File: config.mk
export PLATFORM = sky130hd
export DESIGN_NAME = traffic_light_timed_ctrl
export DESIGN_NICKNAME = d
export VERILOG_FILES = /design/src/rtl/traffic_light_timed_ctrl.sv
export SDC_FILE = /design/constraint.sdc
export NUM_CORES = 1
export LEC_CHECK = 0
export BUFFER_PORTS_ARGS = -buffer_cell sky130_fd_sc_hd__clkbuf_2
export CAP_MARGIN = 20
export CORE_AREA = 8 8 66 62
export CTS_BUF_LIST = sky130_fd_sc_hd__clkbuf_4 sky130_fd_sc_hd__clkbuf_8
export DETAILED_ROUTE_END_ITERATION = 12
export DIE_AREA = 0 0 74 70
export MAX_ROUTING_LAYER = met4
export SLEW_MARGIN = 5
export SYNTH_ARGS = -nofsm -noshare
export SYNTH_HDL_FRONTEND = slang
export SYNTH_SLANG_ARGS = --single-unit
File: constraint.sdc
create_clock -name clk -period 2.4 [get_ports clk]
set_clock_uncertainty 0.1 [all_clocks]
set_input_delay 0.36 -clock clk [delete_from_list [all_inputs] [get_ports clk]]
set_output_delay 0.36 -clock clk [all_outputs]
set_load 0.05 [all_outputs]
File: src/rtl/traffic_light_timed_ctrl.sv
// traffic_light_timed_ctrl: timed highway/country light controller with
// minimum highway green, bounded country green, all-red clearance and emergency preempt.
module traffic_light_timed_ctrl #(
    parameter int CNT_W           = 8,
    parameter int MIN_HWY_GREEN   = 8,
    parameter int MAX_CNTRY_GREEN = 16,
    parameter int YELLOW          = 3,
    parameter int ALL_RED         = 2
) (
    input  logic             clk,
    input  logic             reset,
    input  logic             x,
    input  logic             emerg,
    output logic [1:0]       hwy,
    output logic [1:0]       cntry,
    output logic [2:0]       phase,
    output logic [CNT_W-1:0] timer
);
    typedef enum logic [2:0] {
        HG  = 3'd0,
        HY  = 3'd1,
        AR1 = 3'd2,
        CG  = 3'd3,
        CY  = 3'd4,
        AR2 = 3'd5
    } state_t;

    localparam logic [1:0] GRN = 2'b00;
    localparam logic [1:0] RED = 2'b01;
    localparam logic [1:0] YEL = 2'b10;

    localparam logic [CNT_W-1:0] L_HG  = CNT_W'(MIN_HWY_GREEN - 1);
    localparam logic [CNT_W-1:0] L_CG  = CNT_W'(MAX_CNTRY_GREEN - 1);
    localparam logic [CNT_W-1:0] L_YEL = CNT_W'(YELLOW - 1);
    localparam logic [CNT_W-1:0] L_AR  = CNT_W'(ALL_RED - 1);

    state_t           state_q, state_d;
    logic [CNT_W-1:0] timer_q, timer_d, load;
    logic             tz;

    always_ff @(posedge clk) begin
        if (reset) begin
            state_q <= HG;
            timer_q <= L_HG;
        end else begin
            state_q <= state_d;
            timer_q <= timer_d;
        end
    end

    always_comb begin
        tz      = timer_q == '0;
        state_d = state_q;
        case (state_q)
            HG:      if (tz && x && !emerg) state_d = HY;
            HY:      if (tz) state_d = AR1;
            AR1:     if (tz) state_d = emerg ? HG : CG;
            CG:      if (!x || emerg || tz) state_d = CY;
            CY:      if (tz) state_d = AR2;
            AR2:     if (tz) state_d = HG;
            default: state_d = HG;
        endcase
        load    = (state_d == HY || state_d == CY) ? L_YEL :
                  (state_d == AR1 || state_d == AR2) ? L_AR :
                  (state_d == CG) ? L_CG : L_HG;
        // any state change (including escape from an unused code) reloads the timer
        timer_d = (state_d != state_q) ? load : (tz ? timer_q : timer_q - 1'b1);
    end

    assign hwy   = (state_q == HY) ? YEL :
                   (state_q == AR1 || state_q == CG || state_q == CY || state_q == AR2) ? RED : GRN;
    assign cntry = (state_q == CG) ? GRN : (state_q == CY) ? YEL : RED;
    assign phase = state_q;
    assign timer = timer_q;
endmodule
==> summary.txt <==
Outcome
  • Result of the run: complete, no violations

Place
  • Port bufs: 18
  • DP HPWL: 1.51 mm
  • Routability-driven placement congestion ratio: 0.931

Clock tree
  • Setup bufs post-CTS: 0
  • Maximum level of the CTS H-tree: 1
  • CTS Sinks: 11
  • CTS Hold Bufs: 0
  • Worst-skew pair later-pin latency: 280 ps
  • Inserted Clock Buffers: 3
  • Root buf cell: clkbuf_4
  • Post-CTS Resized: 0
  • Clock Path Buffers: 2
  • CTS tree: yes
  • Worst-path clk slew: 70 ps

Synthesis
  • Yosys warns: 0
  • Simple-gate portion of the synthesized area: 36.2%
  • Adder-cell share of the synthesized area: 1.74%
  • Syn_nets: 96
  • Post-synth top flop: dfxtp_1
  • Register area share after synthesis: 30.7%
  • Synth unique cells: 35
  • Post-Syn Area: 718 um2
  • Post-synthesis mux area share: 1.39%
  • Asr flop ratio synth: 0%
  • Avg Cell Area, Syn: 7.89 um2
  • Post-synth EDFFs: 0
  • XOR/XNOR share of the synthesized area: 3.66%
  • Main combinational cell family by area after synthesis: simple AND/OR/NAND/NOR gates
  • Post-synthesis sequential element count: 11
  • Complex-gate fraction of the synthesized area: 22.1%
  • Post-Syn Instances: 91

Route
  • Drt first pass iters: 6
  • DR WL/cell: 12.8 um
  • Vias after detailed routing: 757
  • DR iter-0 viols: 34
  • Routed vias/inst: 4.98
  • # DRC: 0
  • DRT antenna net count: 0
  • Routed WL: 1.95 mm

Global routing
  • GRT met1 Usage: 9.66%
  • Vias in the first global route: 690
  • Gr usage total: 7.98%
  • First-pass GRT wire length: 3.19 mm
  • Remaining Overflow, GRT: 0
  • Largest net degree at the start of global routing: 16
  • Initial antenna violation count: 0
  • GR Layer Usage met2: 11.8%
  • Grt met3 use: 2.00%
  • GRT busiest layer: met2

Finish
  • Nets: 116
  • Util after Layout: 30.0%
  • Antenna Cells: 0
  • Seq. cell area: 220 um2
  • Share of layout cells above drive strength 1: 29.1%
  • Synth-to-Final Area Change: 24.0%
  • Fill cell count: 324
  • Multi-input logic area: 475 um2

STA
  • Slew of the pin with the lowest slew margin: 511 ps
  • Final Hold Fails: 0
  • Slew headroom: 65.9%
  • Pins Over Slew Limit: 0
  • Worst hold slack: 315 ps
  • RSZ-0062 raised after global routing: no
  • Setup Viol. Count Final: 0
  • Crit path time final: 2080 ps
  • Crit share post-route: 86.9%
  • Fmax: 480 MHz

Floorplanning
  • Core area: 0.00297 mm2
  • IO Pins: 19
  • Die Wd: 74 um
  • Die footprint: 0.00518 mm2
  • Starting Density: 24.2%
  • Die Ht: 70 um
  • Rows: 19

Power and ir drop
  • Pleak: 0.348 nW
  • Power Density: 445 mW/mm2
  • Max VDD drop: 0.125 mV

Worst setup path
  • Worst endpoint required time: 1940 ps
  • Crit Path Class: reg -> out
  • Worst Setup End Kind: primary output
  • Startpoint Class: flip-flop
  • Max FO, Critical Path: 15
  • CP arrival: 1620 ps

Run
  • Max Cap Viol: 0

Hold path
  • Hold Crit Class: in -> reg
-- cells by family (layout without fill, tap and decap cells) --
| group | Yosys count | in the layout |
|---|---|---|
| simple gates | 43 | 43 |
| compound gates | 24 | 24 |
| flops | 11 | 11 |
| buf+inv | 8 | 27 |
| xor+xnor | 3 | 3 |
| fa+ha+maj | 1 | 1 |
| mux | 1 | 1 |
-- synthesized netlist by cell type, types with 2 or more instances --
cell | number | area (um2)
nor3_1 | 6 | 30.0
nand3_1 | 5 | 25.0
a31oi_1 | 4 | 25.0
nand2b_1 | 2 | 12.5
or3_1 | 3 | 18.8
nor4_1 | 3 | 18.8
nor2_1 | 10 | 37.5
xor2_1 | 2 | 17.5
a21oi_1 | 6 | 30.0
or4_4 | 2 | 22.5
clkbuf_1 | 3 | 11.3
nand2_1 | 5 | 18.8
dfxtp_1 | 11 | 220
inv_1 | 4 | 15.0
o21ai_0 | 5 | 25.0
-- path summary, 6_finish.rpt --
check                                      startpoint               endpoint  slack [ps]  depth (start not counted)
worst max-delay path              phase[1]$_SDFF_PP0_               cntry[0]         320                          4
worst min-delay path                                x    phase[0]$_SDFF_PP0_         320                          3
worst max register to register  timer[1]$_SDFFE_PP1P_  timer[1]$_SDFFE_PP1P_         440                          6
worst min register to register  timer[7]$_SDFFE_PP0P_  timer[6]$_SDFFE_PP0P_         480                          2
-- critical path: stages (launching register included) --
cell      delay [ps]
dfxtp_1          630
nor2_1           130
and2_1           210
nor2_2           100
clkbuf_2         280
-- flip-flops by register name (all words and copies together) (netlist names) --
name / cells
timer: 8
phase: 3
-- area by class of cell --
class                      count  share of cell area [%]
tap                           42                    5.90
clock buffer                   4                    3.37
multi-input combinational     72                    53.4
timing repair buffer          19                    11.0
sequential                    11                    24.7
inverter                       4                    1.69
-- through the flow --
stage,power (mW),TNS (ps),instances,setup WS (ps),cell area [um2]
2_1_floorplan,0.242,-32.0,91,-32.0,726
3_3_place_gp,0.258,0,148,535,861
3_5_place_dp,0.259,0,148,444,861
4_1_cts,0.403,0,152,300,891
5_1_grt,0.418,0,152,169,891
6_report,0.397,0,152,316,891
-- routing by layer --
layer | vias to the layer above | wire [um]
met2 | 20 | 895
met5 | - | 0
met3 | 5 | 98
li1 | 380 | -
met4 | 0 | 42
met1 | 352 | 911
-- where the power goes --
part | leakage [nW] | total (mW) | switching, mW | internal (mW)
registers | 0.0893 | 0.196 | 0.00817 | 0.188
logic | 0.241 | 0.0585 | 0.0394 | 0.0191
clock network | 0.0184 | 0.142 | 0.0665 | 0.0758
-- cell usage in the layout, fill, tap and decap left out, drive strengths merged --
cell type	instances
a211oi	2
a21oi	7
a22oi	1
a311o	1
a31oi	4
and2	1
and4	1
buf	1
clkbuf	22
dfxtp	11
ha	1
inv	4
mux2i	1
nand2	5
nand2b	2
nand3	5
nand4	1
nor2	11
nor2b	1
nor3	6
nor4	3
nor4b	1
o21ai	6
o31ai	1
o32ai	1
o41a	1
or3	3
or4	2
or4b	1
xnor2	1
xor2	2
No activity file was read; power rests on OpenSTA's default activity.
